`src/rtl/update_scheduler.sv`:
```
// Serialises seed loads, cell toggles and generation steps onto the board engine
// with a start/done handshake, and keeps the generation counter for the display.
module update_scheduler #(
   parameter int LOG_MAX_SPEED  = 4,
   parameter int LOG_BOARD_SIZE = 6,
   parameter int LOG_NUM_SEED   = 2,
   parameter int GEN_WIDTH      = 16
) (
   input  logic                      clk_in,
   input  logic                      rst_in,
   input  logic                      frame_in,
   input  logic [LOG_MAX_SPEED-1:0]  speed_in,
   input  logic                      click_in,
   input  logic [LOG_BOARD_SIZE-1:0] cursor_x_in,
   input  logic [LOG_BOARD_SIZE-1:0] cursor_y_in,
   input  logic                      seed_en_in,
   input  logic [LOG_NUM_SEED-1:0]   seed_idx_in,
   input  logic                      done_in,
   output logic                      step_out,
   output logic                      toggle_out,
   output logic [LOG_BOARD_SIZE-1:0] toggle_x_out,
   output logic [LOG_BOARD_SIZE-1:0] toggle_y_out,
   output logic                      seed_load_out,
   output logic [LOG_NUM_SEED-1:0]   seed_idx_out,
   output logic                      busy_out,
   output logic [GEN_WIDTH-1:0]      gen_count_out
);

   typedef enum logic [1:0] {
      S_IDLE,
      S_WAIT_SEED,
      S_WAIT_TOGGLE,
      S_WAIT_STEP
   } state_t;

   localparam logic [LOG_MAX_SPEED:0] FULL_PERIOD = {1'b1, {LOG_MAX_SPEED{1'b0}}};

   state_t                    r_state;
   state_t                    w_state_nxt;
   logic [LOG_MAX_SPEED-1:0]  r_fcnt;
   logic                      r_step_pend;
   logic                      r_click_pend;
   logic                      r_seed_pend;
   logic                      r_seed_en_q;
   logic [LOG_BOARD_SIZE-1:0] r_click_x;
   logic [LOG_BOARD_SIZE-1:0] r_click_y;
   logic [LOG_NUM_SEED-1:0]   r_seed_idx;

   logic [LOG_MAX_SPEED:0]    w_period;
   logic [LOG_MAX_SPEED:0]    w_fcnt_inc;
   logic                      w_hold;
   logic                      w_step_fire;
   logic                      w_seed_rise;
   logic                      w_grant_seed;
   logic                      w_grant_toggle;
   logic                      w_grant_step;

   assign w_period    = FULL_PERIOD - {1'b0, speed_in};
   assign w_fcnt_inc  = {1'b0, r_fcnt} + {{LOG_MAX_SPEED{1'b0}}, 1'b1};
   assign w_hold      = (speed_in == '0) || seed_en_in;
   assign w_step_fire = frame_in && !w_hold && (w_fcnt_inc >= w_period);
   assign w_seed_rise = seed_en_in && !r_seed_en_q;

   always_comb begin
      w_state_nxt    = r_state;
      w_grant_seed   = 1'b0;
      w_grant_toggle = 1'b0;
      w_grant_step   = 1'b0;
      case (r_state)
         S_IDLE: begin
            if (r_seed_pend) begin
               w_grant_seed = 1'b1;
               w_state_nxt  = S_WAIT_SEED;
            end else if (r_click_pend) begin
               w_grant_toggle = 1'b1;
               w_state_nxt    = S_WAIT_TOGGLE;
            end else if (r_step_pend) begin
               w_grant_step = 1'b1;
               w_state_nxt  = S_WAIT_STEP;
            end
         end
         default: begin
            if (done_in) w_state_nxt = S_IDLE;
         end
      endcase
   end

   // Pending requests live in staging registers; the visible capture outputs are
   // loaded only at grant so they stay stable for the whole operation.
   always_ff @(posedge clk_in or posedge rst_in) begin
      if (rst_in) begin
         r_state       <= S_IDLE;
         r_fcnt        <= '0;
         r_step_pend   <= 1'b0;
         r_click_pend  <= 1'b0;
         r_seed_pend   <= 1'b0;
         r_seed_en_q   <= 1'b0;
         r_click_x     <= '0;
         r_click_y     <= '0;
         r_seed_idx    <= '0;
         step_out      <= 1'b0;
         toggle_out    <= 1'b0;
         seed_load_out <= 1'b0;
         busy_out      <= 1'b0;
         toggle_x_out  <= '0;
         toggle_y_out  <= '0;
         seed_idx_out  <= '0;
         gen_count_out <= '0;
      end else begin
         r_state       <= w_state_nxt;
         busy_out      <= (w_state_nxt != S_IDLE);
         step_out      <= w_grant_step;
         toggle_out    <= w_grant_toggle;
         seed_load_out <= w_grant_seed;
         r_seed_en_q   <= seed_en_in;

         if (frame_in) begin
            if (w_hold || w_step_fire) r_fcnt <= '0;
            else                       r_fcnt <= w_fcnt_inc[LOG_MAX_SPEED-1:0];
         end

         r_step_pend  <= w_step_fire || (r_step_pend && !w_grant_step);
         r_click_pend <= click_in || (r_click_pend && !w_grant_toggle);
         r_seed_pend  <= w_seed_rise || (r_seed_pend && !w_grant_seed);

         if (click_in && (!r_click_pend || w_grant_toggle)) begin
            r_click_x <= cursor_x_in;
            r_click_y <= cursor_y_in;
         end
         if (w_seed_rise && (!r_seed_pend || w_grant_seed)) r_seed_idx <= seed_idx_in;

         if (w_grant_toggle) begin
            toggle_x_out <= r_click_x;
            toggle_y_out <= r_click_y;
         end
         if (w_grant_seed) seed_idx_out <= r_seed_idx;

         if (done_in && (r_state == S_WAIT_STEP)) gen_count_out <= gen_count_out + GEN_WIDTH'(1);
         else if (done_in && (r_state == S_WAIT_SEED)) gen_count_out <= '0;
      end
   end

endmodule

```
`config.mk`:
```
export PLATFORM = sky130hd
export DESIGN_NAME = update_scheduler
export DESIGN_NICKNAME = d
export VERILOG_FILES = /design/src/rtl/update_scheduler.sv
export SDC_FILE = /design/constraint.sdc
export NUM_CORES = 1
export LEC_CHECK = 0
export CORE_ASPECT_RATIO = 0.5
export CORE_UTILIZATION = 29
export DETAILED_ROUTE_END_ITERATION = 12
export MAX_ROUTING_LAYER = met4
export PLACE_DENSITY = 0.55
export REMOVE_ABC_BUFFERS = 1
export SKIP_LAST_GASP = 1
export SYNTH_ARGS = -nofsm -noshare
export SYNTH_HDL_FRONTEND = slang
export SYNTH_SLANG_ARGS = --single-unit
```
`constraint.sdc`:
```
create_clock -name clk_in -period 3.5 [get_ports clk_in]
set_clock_uncertainty 0.1 [all_clocks]
set_input_delay 0.525 -clock clk_in [delete_from_list [all_inputs] [get_ports clk_in]]
set_output_delay 0.525 -clock clk_in [all_outputs]
set_load 0.02 [all_outputs]
```
# == Word-level counts from Yosys, hierarchy flattened ==
# Index checks and enable logic that the tools add are counted.
# classes
mux,17
n_reduce_logical,28
add_sub_neg,3
n_eq_ne,2
n_lt_le_gt_ge,1
# op_table
operator,count
2-to-1 mux 16 bit,2
"adder 16 x 1 -> 16 bit, second input constant",1
logical AND 1 bit,10
2-to-1 mux 2 bit,5
2-to-1 mux 1 bit,9
zero test 1 bit,7
logical OR 1 bit,7
"adder 4 x 1 -> 5 bit, second input constant",1
>= comparator 5 bit,1
"subtractor 5 x 4 -> 5 bit, first input constant",1
zero test 4 bit,1
2-to-1 mux 4 bit,1
nonzero test 2 bit,2
"equality test 2 x 1 -> 1 bit, second input constant",1
"equality test 2 bit, second input constant",1
zero test 2 bit,1
# totals
ff_bits,58

# == Depth between registers and ports, before layout ==
# depth
word_depth,7
depth_mapped,9

# == Worst setup path before layout ==
# No wires, ideal clock.
# synth_path
path_kind,input-to-reg
start,in speed_in[0]
end,reg r_fcnt[2]
t_required_ns,3.334
setup_ns,0.066
t_arrival_ns,1.920
path_stages,8
path_slack_ns,1.414
cell_sequence,nor3_1 xor2_1 ha_1 a21o_1 a21oi_1 o21ai_0 o31ai_1 a22o_1
# synth_via
elab_chain_len,7
# synth_lines
element,line,rtl
"start, declared",12,"input logic [LOG_MAX_SPEED-1:0] speed_in,"
branches (longest 5 deep; another with subtractor 5 x 4 -> 5 bit),n/a,
logical OR 1 bit *,118,if (w_hold || w_step_fire) r_fcnt <= '0;
2-to-1 mux 4 bit *,118,
"end signal, assigned",119,else r_fcnt <= w_fcnt_inc[LOG_MAX_SPEED-1:0];
"end, declared",40,logic [LOG_MAX_SPEED-1:0] r_fcnt;
# Mark *: on every way between the ends.
# A chain may end at the register's enable or synchronous reset.

# == Worst setup path in the final report ==
# layout_path
start,in speed_in[2]
end,reg r_fcnt[2]
# Same word-level chain as after synthesis.

==> impl_metrics.json <==
{
  "die_h_um": 70.6,
  "cts_setup_buffers": 0,
  "grt-ovfl-total": 0,
  "rows": 24,
  "core_um2": 8920,
  "vias": 1929,
  "status": "finished, violations left",
  "setup_tns_ns": 0,
  "wl_mm": 5.64,
  "syn_avg_cell_area_um2": 12.1,
  "intPower_mw": 2.11,
  "grt_max_degree": 33,
  "final_max_slew_viol_count": 0,
  "max-cap-violations": 0,
  "drtIter0Drc": 78,
  "synth_top_area_share_pct": 53.2,
  "swShare_pct": 31.3,
  "hold_viol": 0,
  "cts.path.max_buffers": 2,
  "die_w_um": 139,
  "finalSetupViolCount": 0,
  "fp.dieArea_um2": 9830,
  "combPwrFrac_pct": 34.5,
  "rsz0062_at_grt": "no",
  "cp_data_required_time_ns": 3.65,
  "fin_nets": 320,
  "drive_above_1_share_pct": 17.8,
  "place_ws_ns": 0.720,
  "power.leakage_nw": 1.66,
  "pwr-share-clk_pct": 28.5,
  "ios": 58,
  "initial_core_util_pct": 30.6,
  "startpoint_type": "input pin",
  "ant_nets": 0,
  "synth-seq-cells": 58,
  "dpl_cell_area_um2": 3420,
  "first_pass_iters": 8,
  "antenna_cells": 0,
  "grt_pass1_wl_mm": 9.92,
  "fin_crit_sh_pct": 69.6,
  "grt_pass1_vias": 2065,
  "ir_drop_mv": 0.248,
  "clock-sinks": 58,
  "globalRouteTotalUtil_pct": 13.4,
  "powerDensity_nw_per_um2": 826,
  "via_per_inst": 4.72,
  "ctsRootBufferMaster": "clkbuf_16",
  "synthCells": 225,
  "yosysTopAreaCell": "dfrtp_1",
  "post-route-drc-count": 4,
  "clk_pin_slew_worst_paths_ns": 0.05,
  "syn_to_final_growth_pct": 36.4,
  "antenna_found_initial": 0,
  "cts_max_level": 3,
  "total_power_mw": 3.07,
  "cp_max_fo": 3,
  "cts_tree": "done",
  "dp_hpwl_mm": 4.03,
  "synthesis.area_um2": 2730,
  "worst_slew_pin_slew_ns": 0.736,
  "cts.hold.buffers_added": 0,
  "power_frac_seq_pct": 37.0,
  "yosysUniqueCellTypes": 45,
  "period_needed_ns": 2.44,
  "final_cell_area_um2": 3720,
  "worstSetupEndpointType": "flop",
  "yosysSeqAreaShare_pct": 53.2,
  "hold_class": "reg2reg",
  "wl_per_cell_um": 13.8,
  "cts_resized": 0,
  "clock_insertion_delay_worst_skew_ns": 0.32,
  "slew_headroom_pct": 50.9,
  "violations": "design-rule violations",
  "port_buffers": 57,
  "timing.fmax_mhz": 410,
  "p_sw_uw": 963,
  "cp.arrival_ns": 2.59,
  "cts_buffers": 9,
  "finalWeightedCongestion": 0.743,
  "ys_warn_count": 0,
  "setup_slack_ns": 1.06,
  "multi_input_area_um2": 1200,
  "seq_area_um2": 1450,
  "synth_area_leaders": "dfrtp_1 (53%), mux2_2 (5.8%), mux2_4 (5.5%)",
  "n_fill_cell": 837,
  "critPathKind": "in2reg"
}
==> through the flow <==
stage          std cells  utilization, %  hold slack [ns]
3_5_place_dp         394            38.3            0.330
4_1_cts              409            41.7            0.337
3_3_place_gp         394            38.3            0.332
6_report             409            41.7            0.333
2_1_floorplan        218               -            0.315
5_1_grt              409            41.7            0.344
==> cell usage after synthesis (all sizes together) <==
cell    count
nor2b       1
and3        4
a22o       11
nand4       2
xnor2       1
xor2        3
a21oi       6
nand3      12
inv         8
and2        1
nand2b      4
o22ai       1
o211ai      2
ha          8
buf         3
o31ai       3
o21ai       8
clkbuf      4
or4         1
nand3b      1
nor2        8
or2         1
and4        1
or3         1
o41ai       1
or2b        1
a21o        6
a31oi       1
nor3        7
nor4        2
dfrtp      58
nand2      20
mux2       30
mux2i       2
nor3b       2
==> power by group through the flow <==
stage	clock, mW	sequential (mW)	combinational [mW]
2_1_floorplan	0	1.26	0.517
6_report	0.877	1.14	1.06
3_5_place_dp	0	1.15	1.08
5_1_grt	0.939	1.18	1.16
4_1_cts	0.898	1.14	1.08
3_3_place_gp	0	1.13	1.06
==> cell usage in the layout, fill, tap and decap left out, drive strengths merged, types with 3 or more instances in the layout <==
cell,n
clkdlybuf4s50,57
xor2,3
nand3,12
a21oi,6
nor3,7
a22o,11
mux2,30
nand2,20
nand2b,4
o31ai,3
dfrtp,58
clkbuf,13
ha,8
o21ai,8
inv,8
and3,4
a21o,6
nor2,8
==> critical path, stage by stage <==
cell	delay [ns]
clkdlybuf4s50_1	0.46
nor3_1	0.23
xor2_1	0.17
ha_1	0.26
a21o_1	0.18
a21oi_1	0.12
o21ai_0	0.15
o31ai_1	0.30
a22o_1	0.18
==> registers in the layout, indices dropped and copies added, names as in the netlist, 2 cells and up <==
register and flops:
seed_idx_out 2, r_click_y 6, r_seed_idx 2, r_click_x 6, toggle_y_out 6, r_state 2
gen_count_out 16, r_fcnt 4, toggle_x_out 6
==> cell type report <==
| class | count | area share (%) |
|---|---|---|
| repair buffers | 59 | 15.7 |
| clock inverters | 2 | 0.941 |
| multi-input cells | 152 | 32.3 |
| flip-flops and latches | 58 | 39.0 |
| inverters | 8 | 0.807 |
| clock buffers | 13 | 7.26 |
| well taps | 117 | 3.93 |
==> cells by family (layout without fill, tap and decap cells) <==
kind of cell,count (synthesis),count (layout),share of synthesized area [%]
fa+ha+maj,8,8,3.67
buf+inv,15,82,2.75
compound gates,39,39,9.90
flops,58,58,53.2
simple gates,69,69,14.7
mux,32,32,14.5
xor+xnor,4,4,1.28
==> routing by layer <==
| metal | track usage (%) | wire length [µm] |
|---|---|---|
| met5 | - | 0 |
| met1 | 15.5 | 2530 |
| met2 | 22.1 | 2870 |
| met3 | 4.54 | 194 |
| met4 | 3.95 | 48 |
==> final timing paths <==
kind,startpoint,end,slack [ns],depth (start not counted)
worst min-delay path,r_seed_en_q$_DFF_PP0_,r_seed_pend$_DFF_PP0_,0.33,1
worst max-delay path,speed_in[2],r_fcnt[2]$_DFFE_PP0P_,1.06,9
max in group asynchronous,rst_in,r_state[0]$_DFF_PP0_,2.10,3
min in group asynchronous,rst_in,gen_count_out[11]$_DFFE_PP0P_,0.54,2
worst max register to register,r_fcnt[2]$_DFFE_PP0P_,r_fcnt[2]$_DFFE_PP0P_,1.32,8
worst min register to register,r_seed_en_q$_DFF_PP0_,r_seed_pend$_DFF_PP0_,0.33,1
No activity file was read; power rests on OpenSTA's default activity.
